==> src/rtl/jk_updown_counter_if.sv <==
// Control and observation bundle for the JK up/down modulo counter.
// The master drives the controls and the slave returns the count, excitations and flags.
interface jk_updown_counter_if #(
    parameter int WIDTH = 4
);
    logic             en;
    logic             up;
    logic             load;
    logic [WIDTH-1:0] din;
    logic [WIDTH-1:0] q;
    logic [WIDTH-1:0] j_exc;
    logic [WIDTH-1:0] k_exc;
    logic             tc;
    logic             wrap;
    logic             err;

    modport master (
        output en, up, load, din,
        input  q, j_exc, k_exc, tc, wrap, err
    );

    modport slave (
        input  en, up, load, din,
        output q, j_exc, k_exc, tc, wrap, err
    );
endinterface

==> src/rtl/jk_updown_counter.sv <==
// Modulo-MODULUS up/down counter built from per-bit JK flops, with load, terminal count and wrap pulse.
// One-edge latency from sampled controls to q; no backpressure, the counter acts on every enabled edge.
module jk_updown_counter #(
    parameter int WIDTH   = 4,
    parameter int MODULUS = 10
) (
    input  logic                 clk,
    input  logic                 rst,
    jk_updown_counter_if.slave   bus
);

    localparam logic [WIDTH-1:0] LAST = WIDTH'(MODULUS - 1);

    logic [WIDTH-1:0] q_r;
    logic [WIDTH-1:0] nq;
    logic [WIDTH-1:0] j_exc;
    logic [WIDTH-1:0] k_exc;
    logic             din_bad;
    logic             tc;
    logic             wrap_r;
    logic             err_r;

    // Next-state selection: load beats enable, enable beats hold.
    // Out-of-range states (only reachable by forcing) fold to 0 when counting up.
    always_comb begin
        nq      = q_r;
        din_bad = 1'b0;
        if (bus.load) begin
            if (bus.din <= LAST) begin
                nq = bus.din;
            end else begin
                nq      = '0;
                din_bad = 1'b1;
            end
        end else if (bus.en) begin
            if (bus.up) begin
                nq = (q_r >= LAST) ? '0 : q_r + 1'b1;
            end else begin
                nq = (q_r == '0) ? LAST : q_r - 1'b1;
            end
        end
    end

    // Minimal excitation: set only on 0->1, clear only on 1->0, so J and K are never both high.
    always_comb begin
        j_exc = ~q_r & nq;
        k_exc = q_r & ~nq;
    end

    always_comb begin
        tc = bus.en & ~bus.load &
             ((bus.up & (q_r == LAST)) | (~bus.up & (q_r == '0)));
    end

    always_ff @(posedge clk or negedge rst) begin
        if (!rst) begin
            q_r <= '0;
        end else begin
            for (int i = 0; i < WIDTH; i++) begin
                case ({j_exc[i], k_exc[i]})
                    2'b01:   q_r[i] <= 1'b0;
                    2'b10:   q_r[i] <= 1'b1;
                    2'b11:   q_r[i] <= ~q_r[i];
                    default: q_r[i] <= q_r[i];
                endcase
            end
        end
    end

    // tc already excludes load cycles, so a load can never produce a wrap pulse.
    always_ff @(posedge clk or negedge rst) begin
        if (!rst) begin
            wrap_r <= 1'b0;
            err_r  <= 1'b0;
        end else begin
            wrap_r <= tc;
            err_r  <= err_r | din_bad;
        end
    end

    assign bus.q     = q_r;
    assign bus.j_exc = j_exc;
    assign bus.k_exc = k_exc;
    assign bus.tc    = tc;
    assign bus.wrap  = wrap_r;
    assign bus.err   = err_r;

endmodule

==> src/flat_wrapper.sv <==
// flat-port wrapper written by rule: the top's interface ports become plain ports
module jk_updown_counter_flat 
#(
    parameter int WIDTH   = 4,
    parameter int MODULUS = 10
)
  (clk, rst, bus_en, bus_up, bus_load, bus_din, bus_q, bus_j_exc, bus_k_exc, bus_tc, bus_wrap, bus_err);
  jk_updown_counter_if #(.WIDTH(WIDTH)) bus_i ();
  input  logic clk;
  input  logic rst;
  input wire logic [$bits(bus_i.en)-1:0] bus_en;
  input wire logic [$bits(bus_i.up)-1:0] bus_up;
  input wire logic [$bits(bus_i.load)-1:0] bus_load;
  input wire logic [$bits(bus_i.din)-1:0] bus_din;
  output wire logic [$bits(bus_i.q)-1:0] bus_q;
  output wire logic [$bits(bus_i.j_exc)-1:0] bus_j_exc;
  output wire logic [$bits(bus_i.k_exc)-1:0] bus_k_exc;
  output wire logic [$bits(bus_i.tc)-1:0] bus_tc;
  output wire logic [$bits(bus_i.wrap)-1:0] bus_wrap;
  output wire logic [$bits(bus_i.err)-1:0] bus_err;
  assign bus_i.en = bus_en;
  assign bus_i.up = bus_up;
  assign bus_i.load = bus_load;
  assign bus_i.din = bus_din;
  assign bus_q = bus_i.q;
  assign bus_j_exc = bus_i.j_exc;
  assign bus_k_exc = bus_i.k_exc;
  assign bus_tc = bus_i.tc;
  assign bus_wrap = bus_i.wrap;
  assign bus_err = bus_i.err;
  jk_updown_counter #(.WIDTH(WIDTH), .MODULUS(MODULUS)) u_core (.clk(clk), .rst(rst), .bus(bus_i));
endmodule
==> config.mk <==
export PLATFORM = sky130hd
export DESIGN_NAME = jk_updown_counter_flat
export DESIGN_NICKNAME = d
export VERILOG_FILES = /design/src/rtl/jk_updown_counter_if.sv /design/src/rtl/jk_updown_counter.sv /design/src/flat_wrapper.sv
export SDC_FILE = /design/constraint.sdc
export NUM_CORES = 1
export LEC_CHECK = 0
export CAP_MARGIN = 20
export CORE_MARGIN = 2
export CORE_UTILIZATION = 44
export CTS_CLUSTER_SIZE = 24
export DETAILED_ROUTE_END_ITERATION = 6
export GPL_ROUTABILITY_DRIVEN = 1
export PLACE_DENSITY = 0.77
export RECOVER_POWER = 25
export SYNTH_ARGS = -nofsm -noshare
export SYNTH_HDL_FRONTEND = slang
export SYNTH_SLANG_ARGS = --single-unit
==> constraint.sdc <==
create_clock -name clk -period 3.2 [get_ports clk]
set_input_delay 0.96 -clock clk [delete_from_list [all_inputs] [get_ports clk]]
set_output_delay 0.96 -clock clk [all_outputs]
set_load 0.005 [all_outputs]
## Yosys cells after proc, flatten, opt, wreduce, memory -nomap -nowiden

Index checks and enable logic that the tools add are counted.
W data, S select, Z words.

- $add $sub $neg: 2
- Magnitude comparators: 2
- Equal/unequal tests: 13
- Muxes and demuxes: 12
- Bitwise gates (word level): 16
- Reduce and logical (&&, ||, !) cells: 5

Operator list:

| cell | number |
|---|---|
| $mux W4 | 6 |
| $eq A2 B2 Y1 const B | 8 |
| $pmux W1 S3 | 4 |
| $reduce_bool A3 Y1 | 4 |
| $and A4 B4 Y4 | 2 |
| $eq A2 B1 Y1 const B | 4 |
| $not A4 Y4 | 2 |
| $not A1 Y1 | 6 |
| $add A4 B1 Y4 const B | 1 |
| $and A1 B1 Y1 | 4 |
| $eq A4 B4 Y1 const B | 1 |
| $ge A4 B4 Y1 const B | 1 |
| $le A4 B4 Y1 const B | 1 |
| $logic_not A4 Y1 | 1 |
| $sub A4 B1 Y4 const B | 1 |
| $mux W1 | 2 |
| $or A1 B1 Y1 | 2 |

- Register bits after elaboration: 6
- Bits of input ports: 9
- Output and inout port bits: 15
- Word-level logic and storage cells: 56

## Longest topological paths before layout

Gate-level depths: netlist of run 1.

- Word-level depth: 9
- Gate-level depth with buffers: 7
- Gate-level depth less buffers: 7

## Worst setup path before layout of run 1

Ideal clock, no wire load.

- Path kind: input to output
- From: input bus_load
- To: output bus_j_exc[0]
- Arrival: 1.773 ns
- Data required time: 2.240 ns
- Setup slack: 0.467 ns
- Stages: 4
- Path buffers: 1
- Cells stage by stage: clkbuf_8 nand2b_1 o31a_1 ha_1

- Word-level cells in the longest chain between the ends: 2

RTL lines:

| what | RTL line | text |
|---|---|---|
| start, declared | flat_wrapper.sv:13 | `input wire logic [$bits(bus_i.load)-1:0] bus_load;` |
| $mux W4 | jk_updown_counter.sv:28 | `if (bus.load) begin` |
| $and A4 B4 Y4 | jk_updown_counter.sv:46 | `j_exc = ~q_r & nq;` |
| end, declared | flat_wrapper.sv:16 | `output wire logic [$bits(bus_i.j_exc)-1:0] bus_j_exc;` |

Every way passes these cells.

## Final worst setup path of run 1

- From: input bus_up
- To: output bus_k_exc[0]

- Word-level cells in the longest chain between the ends: 5

RTL lines:

| what | RTL line | text |
|---|---|---|
| start, declared | flat_wrapper.sv:12 | `input wire logic [$bits(bus_i.up)-1:0] bus_up;` |
| $mux W4 | jk_updown_counter.sv:36 | `if (bus.up) begin` |
| $mux W4 | jk_updown_counter.sv:35 | `end else if (bus.en) begin` |
| $mux W4 | jk_updown_counter.sv:28 |  |
| $not A4 Y4 | jk_updown_counter.sv:47 | `k_exc = q_r & ~nq;` |
| $and A4 B4 Y4 | jk_updown_counter.sv:47 |  |
| end, declared | flat_wrapper.sv:17 | `output wire logic [$bits(bus_i.k_exc)-1:0] bus_k_exc;` |

Every way passes these cells.

==> results_dict.tcl, run 1 <==
set metrics [dict create \
    status "complete, no violations" \
    clkLatencyLatePin_ns 0.24 \
    setup.worst_path.class "primary input to output pin" \
    synthCells 76 \
    fin_crit_sh 0.990 \
    drv_cap 0 \
    critPathLaunchType "primary input" \
    combPwrFrac 0.742 \
    worstSetupEndpoint "bus_k_exc[0]" \
    finalNonFillerCells 137 \
    routedWlPerCell_um 14.3 \
    finalHoldViolations 0 \
    dieArea_mm2 0.00198 \
    power_uw 787 \
    routed_wl_um 1950 \
    antenna_cells 0 \
    overflow 0 \
    r2r_start "u_core.bus.q[1]" \
    end_kind "output pin" \
    cp.depth 6 \
    floorplan.io_pins 24 \
    floorplan.initialDensity 0.474 \
    drt_first_pass_iters 4 \
    powerDensity_mw_per_mm2 655 \
    viasPerCell 5.61 \
    synth-edff-count 0 \
    dp_slack_ns -0.558 \
    synth_nets 96 \
    hpwl_um 1370 \
    r2r_slack_ns 0.98 \
    cts_max_level 1 \
    crit_chain "clkdlybuf4s15_1 -> or3b_4 -> a21oi_2 -> o31ai_1 -> ha_2 -> dlygate4sd2_1" \
    layout-drive-gt1-share 0.471 \
    grt_pass1_vias 790 \
    critPathMaxStageDelay_ns 0.38 \
    core-area_mm2 0.00152 \
    fin_ws_ns 0.0330 \
    grtUsageTotal 0.216 \
    drcViolationCount 0 \
    die_width_um 44.5 \
    fmax_mhz 316 \
    p_sw_uw 317 \
    pwr-share-clk 0.087 \
    max-slew-margin-rel 0.706 \
    cts.sinks 6 \
    synth_area_um2 722 \
    synth_top_flop_cell "dfrtp_1" \
    tns_ns 0 \
    dpl.cell_count 126 \
    cts_hold_buf 0 \
    utilization 0.788 \
    numPortBuffers 23 \
    cts_made_buffers 3 \
    seq_area_frac_synth 0.208 \
    finClkSkew_ns 0.000461 \
    p_leak_nw 0.558 \
    tightest_slew_ns 0.441 \
    timing.rr.end "u_core.bus.q[3]" \
    cts_buffer_depth 2 \
    synth_area_per_cell_um2 9.50 \
    reg2reg_depth 9 \
    antenna_found_initial 0 \
    pwr-share-seq 0.171 \
    grt_setup_unrepaired "yes" \
    first_iter_violations 3 \
    via_count 769 \
    antenna_left 0 \
    yosysTopAreaCell "dfrtp_1" \
    dpl_cell_area_mm2 0.00104 \
    crit_family "buffers and inverters" \
    final_area_mm2 0.00120 \
    crit_start "bus_up" \
    ys_warn_count 0 \
    place_congestion 0.778 \
    peakVddDrop_mv 0.572 \
    area_delta_synth_final_pct 66.4 \
    fin_hold_ws_ns 0.473 \
    cts_tree "done" \
    critPathMaxFanout 2 \
    grt_max_degree 15 \
    path_buf_inv 2 \
    finalSetupViolCount 0 \
    p_int_uw 470 \
    switching_share 0.403 \
    slew_viol_final 0 \
    async_reset_ff_frac 1.00 \
    crit_arrival_ns 2.21 \
    critPathSlowestCell "or3b_4" \
    worstHoldPathType "register to register" \
    die_h_um 44.5 \
    clk_pin_slew_worst_paths_ns 0.04 \
    clk_root_buffer_cell "clkbuf_4" \
    nets 143 \
    num_rows 14 \
    grt_pass1_wl_um 3220 \
    synth.distinct_cells 34 \
    ys_ff_latch 6 \
    synth_area_leaders "dfrtp_1 (21%), ha_1 (19%), mux2_2 (6.2%), nand2b_1 (4.3%), o211ai_1 (4.2%)" \
    synth.top_cell.area_share 0.208 \
    cp_data_required_time_ns 2.24 \
    timing.final.crit_period_ns 3.17 \
]
repair_timing:
action	4_1_cts	5_1_grt
pin swaps	11	9
gates resized for setup	39	13
buffers inserted	6	2
endpoints found under the setup margin	9	6
per-layer routing:
metal / track usage / vias up / share of wire
li1: - / 378 / -
met1: 0.276 / 369 / 0.45
met2: 0.371 / 20 / 0.50
met3: 0.0163 / 2 / 0.041
met4: 0.0909 / 0 / 0.0077
met5: 0 / - / 0
final cells by class:
cell class / count / area [um^2]
clock buffers: 3 / 22.5
fillers: 122 / 323
inverters: 6 / 22.5
multi-input cells: 61 / 616
flip-flops and latches: 6 / 150
well taps: 16 / 20.0
repair buffers: 45 / 370
worst register-to-register path, delay by kind of cell (launching register included):
kind / cells / cell delay, ns
AOI/OAI and AO/OA: 2 / 0.39
buffers and inverters: 3 / 0.35
muxes: 1 / 0.32
adders and majority gates: 2 / 0.51
DFF: 1 / 0.33
and+or+nand+nor: 1 / 0.21
cells in the final DEF, fill, tap and decap left out, types with 3 or more instances in the layout:
master / synthesis / final
buf_2: 0 / 3
buf_4: 1 / 21
clkbuf_4: 0 / 3
clkdlybuf4s50_1: 0 / 6
dfrtp_1: 6 / 6
dlygate4sd2_1: 0 / 9
ha_1: 11 / 6
ha_2: 0 / 5
inv_1: 6 / 5
mux2_2: 4 / 4
nand2b_1: 5 / 3
o211ai_1: 4 / 4
state kept, by name (all words and copies together) (netlist names):
| register | flops |
|---|---|
| u_core.bus.q | 4 |
| u_core.bus.err | 1 |
| u_core.bus.wrap | 1 |
kinds of logic (layout without fill, tap and decap cells):
| logic type | Yosys count | in the layout | share of synthesized area |
|---|---|---|---|
| AO/OA/AOI/OAI | 22 | 22 | 0.229 |
| XOR/XNOR | 1 | 1 | 0.0121 |
| adder cells (fa/ha/maj) | 11 | 11 | 0.191 |
| buffers and inverters | 9 | 54 | 0.0763 |
| flip-flops | 6 | 6 | 0.208 |
| multiplexers | 4 | 4 | 0.0624 |
| AND/OR/NAND/NOR | 23 | 23 | 0.222 |
cells in the mapped netlist (all sizes together), types with 2 or more instances:
library cell   n
a21oi          4
o211ai         4
nor3b          2
buf            2
or3b           2
nand3b         2
o31ai          3
inv            6
mux2           4
a31oi          3
ha            11
nor2           3
nand2b         5
nor3           2
dfrtp          6
how the worst min path moves through the flow:
stage                                 to  depth (start not counted)  slack (ns)            from
after CTS                 u_core.bus.err                          1        0.48  u_core.bus.err
after detailed placement  u_core.bus.err                          1        0.45  u_core.bus.err
after global placement    u_core.bus.err                          1        0.46  u_core.bus.err
after global routing      u_core.bus.err                          1        0.51  u_core.bus.err
final                     u_core.bus.err                          1        0.47  u_core.bus.err
after floorplan           u_core.bus.err                          1        0.46  u_core.bus.err
power by group through the flow:
stage	Combinational, mW	Sequential, mW	Clock [mW]
after global placement	0.505	0.135	0
after detailed placement	0.520	0.137	0
after floorplan	0.294	0.137	0
after global routing	0.639	0.140	0.0773
after CTS	0.539	0.137	0.0729
final	0.584	0.135	0.0686
Note: power is estimated with default switching activity, not from simulation.
==> inputs of run 2 (changes only) <==
Settings changed: CORE_UTILIZATION 44 to 31, PLACE_DENSITY 0.77 to default.
==> run 2 against run 1 <==
Against the previous run:
- global-route usage is 5.5 points lower
- via count is 5.9% lower
- power is 3.3% lower
- fmax is 0.57% higher
- routed wire length is 2.9% lower
- flip-flop and latch count stayed put
- design area is 2.8% lower
- critical path depth stayed put
- first-iteration DRC count is 67% lower
- sequential power is 8% higher
- cell count is 5.1% higher
- critical path type unchanged
- critical endpoint is now bus_j_exc[3]
==> results_dict.tcl, run 2 (synthesized netlist as in run 1, its figures left out) <==
set metrics [dict create \
    tightest_slew_ns 0.464 \
    crit_family "buffers and inverters" \
    via_count 724 \
    timing.final.crit_period_ns 3.15 \
    numPortBuffers 23 \
    finalSetupViolCount 0 \
    critPathLaunchType "primary input" \
    slew_viol_final 0 \
    end_kind "output pin" \
    drt_first_pass_iters 4 \
    p_leak_nw 0.531 \
    grt_pass1_vias 763 \
    routed_wl_um 1900 \
    use_met1 0.191 \
    die_h_um 52.3 \
    num-fill-cells 225 \
    antenna_cells 0 \
    grtUsageTotal 0.161 \
    grt.busiest_layer "met2" \
    critPathMaxFanout 6 \
    cts_hold_buf 0 \
    cts_tree "done" \
    crit_chain "clkdlybuf4s15_2 -> and2b_2 -> o211ai_1 -> o211ai_1 -> ha_2 -> dlygate4sd2_1" \
    routedWlPerCell_um 13.2 \
    worstHoldPathType "register to register" \
    grt_pass1_wl_um 3240 \
    cts.sinks 6 \
    area_delta_synth_final_pct 61.7 \
    hpwl_um 1390 \
    path_common_cell "o211ai_1" \
    largest_reg_flops 4 \
    cts_max_level 1 \
    cts_buffer_depth 2 \
    mostFrequentLayoutCell "buf_4" \
    fmax_mhz 318 \
    drcViolationCount 0 \
    grt_util_met3 0.0314 \
    gr-usage-met2 0.276 \
    overflow 0 \
    clk_pin_slew_worst_paths_ns 0.04 \
    dp_slack_ns -0.545 \
    fin_ws_ns 0.0508 \
    path_buf_inv 2 \
    viasPerCell 5.03 \
    dieArea_mm2 0.00273 \
    crit_arrival_ns 2.19 \
    fin_hold_ws_ns 0.475 \
    floorplan.io_pins 24 \
    drv_cap 0 \
    cp_data_required_time_ns 2.24 \
    clk_root_buffer_cell "clkbuf_4" \
    critPathSlowestCell "and2b_2" \
    nets 138 \
    powerDensity_mw_per_mm2 652 \
    grt_setup_unrepaired "yes" \
    clkLatencyLatePin_ns 0.25 \
    first_iter_violations 1 \
    die_width_um 52.3 \
    peakVddDrop_mv 0.438 \
    max-slew-margin-rel 0.691 \
    finClkSkew_ns 0.00363 \
    layout_common_cells "buf_4 (16), dlygate4sd2_1 (8), ha_1 (7), clkdlybuf4s50_1 (6), dfrtp_1 (6)" \
    core-area_mm2 0.00221 \
    grt_max_degree 15 \
    finalHoldViolations 0 \
    status "complete, no violations" \
    fin_crit_sh 0.984 \
    num_rows 17 \
    antenna_left 0 \
    floorplan.initialDensity 0.326 \
    layout-drive-gt1-share 0.431 \
    setup.worst_path.class "primary input to output pin" \
    cts_made_buffers 3 \
    antenna_found_initial 0 \
    critPathMaxStageDelay_ns 0.25 \
    place_congestion 0.695 \
]
==> run 2: path summary, 6_finish.rpt <==
check,slack [ns],start,end,cells past startpoint
worst max-delay path,0.05,bus_en,bus_j_exc[3],6
worst min-delay path,0.48,u_core.bus.err,u_core.bus.err,1
worst max register to register,1.02,u_core.bus.q[0],u_core.bus.q[3],6
worst min register to register,0.48,u_core.bus.err,u_core.bus.err,1
max in group asynchronous,1.94,rst,u_core.bus.q[0],1
min in group asynchronous,1.03,rst,u_core.bus.q[2],1
==> run 2: where the power goes <==
group / switching, mW / internal [mW] / total [mW] / leakage [nW]
Clock: 0.0282 / 0.0425 / 0.0707 / 0.0138
Sequential: 0.0477 / 0.0982 / 0.146 / 0.0742
Combinational: 0.238 / 0.307 / 0.545 / 0.443
==> run 2: what timing repair did <==
item / CTS / global route
endpoints found under the setup margin: 9 / 7
gates resized for setup: 36 / 15
buffers inserted: 3 / 1
pin swaps: 11 / 9
==> run 2: final cells by class <==
type	instances	area, um^2	share of cell area
well taps	28	35.0	0.0300
inverters	6	22.5	0.0193
repair buffers	40	335	0.287
multi-input cells	61	602	0.516
clock buffers	3	22.5	0.0193
flip-flops and latches	6	150	0.129
==> run 2: per-stage QoR <==
step	std cells	utilization	total power, mW	area, um^2	setup TNS (ns)
2_1_floorplan	76	-	0.430	722	0
3_3_place_gp	138	0.479	0.640	1060	-4.47
3_5_place_dp	138	0.479	0.646	1060	-4.52
4_1_cts	144	0.515	0.725	1140	0
5_1_grt	144	0.528	0.832	1170	-0.0145
6_report	144	0.528	0.762	1170	0
==> run 2: metal layers <==
metal	part of all wire	up-vias
li1	-	370
met1	0.45	338
met2	0.49	14
met3	0.050	2
met4	0.0079	0
met5	0	-
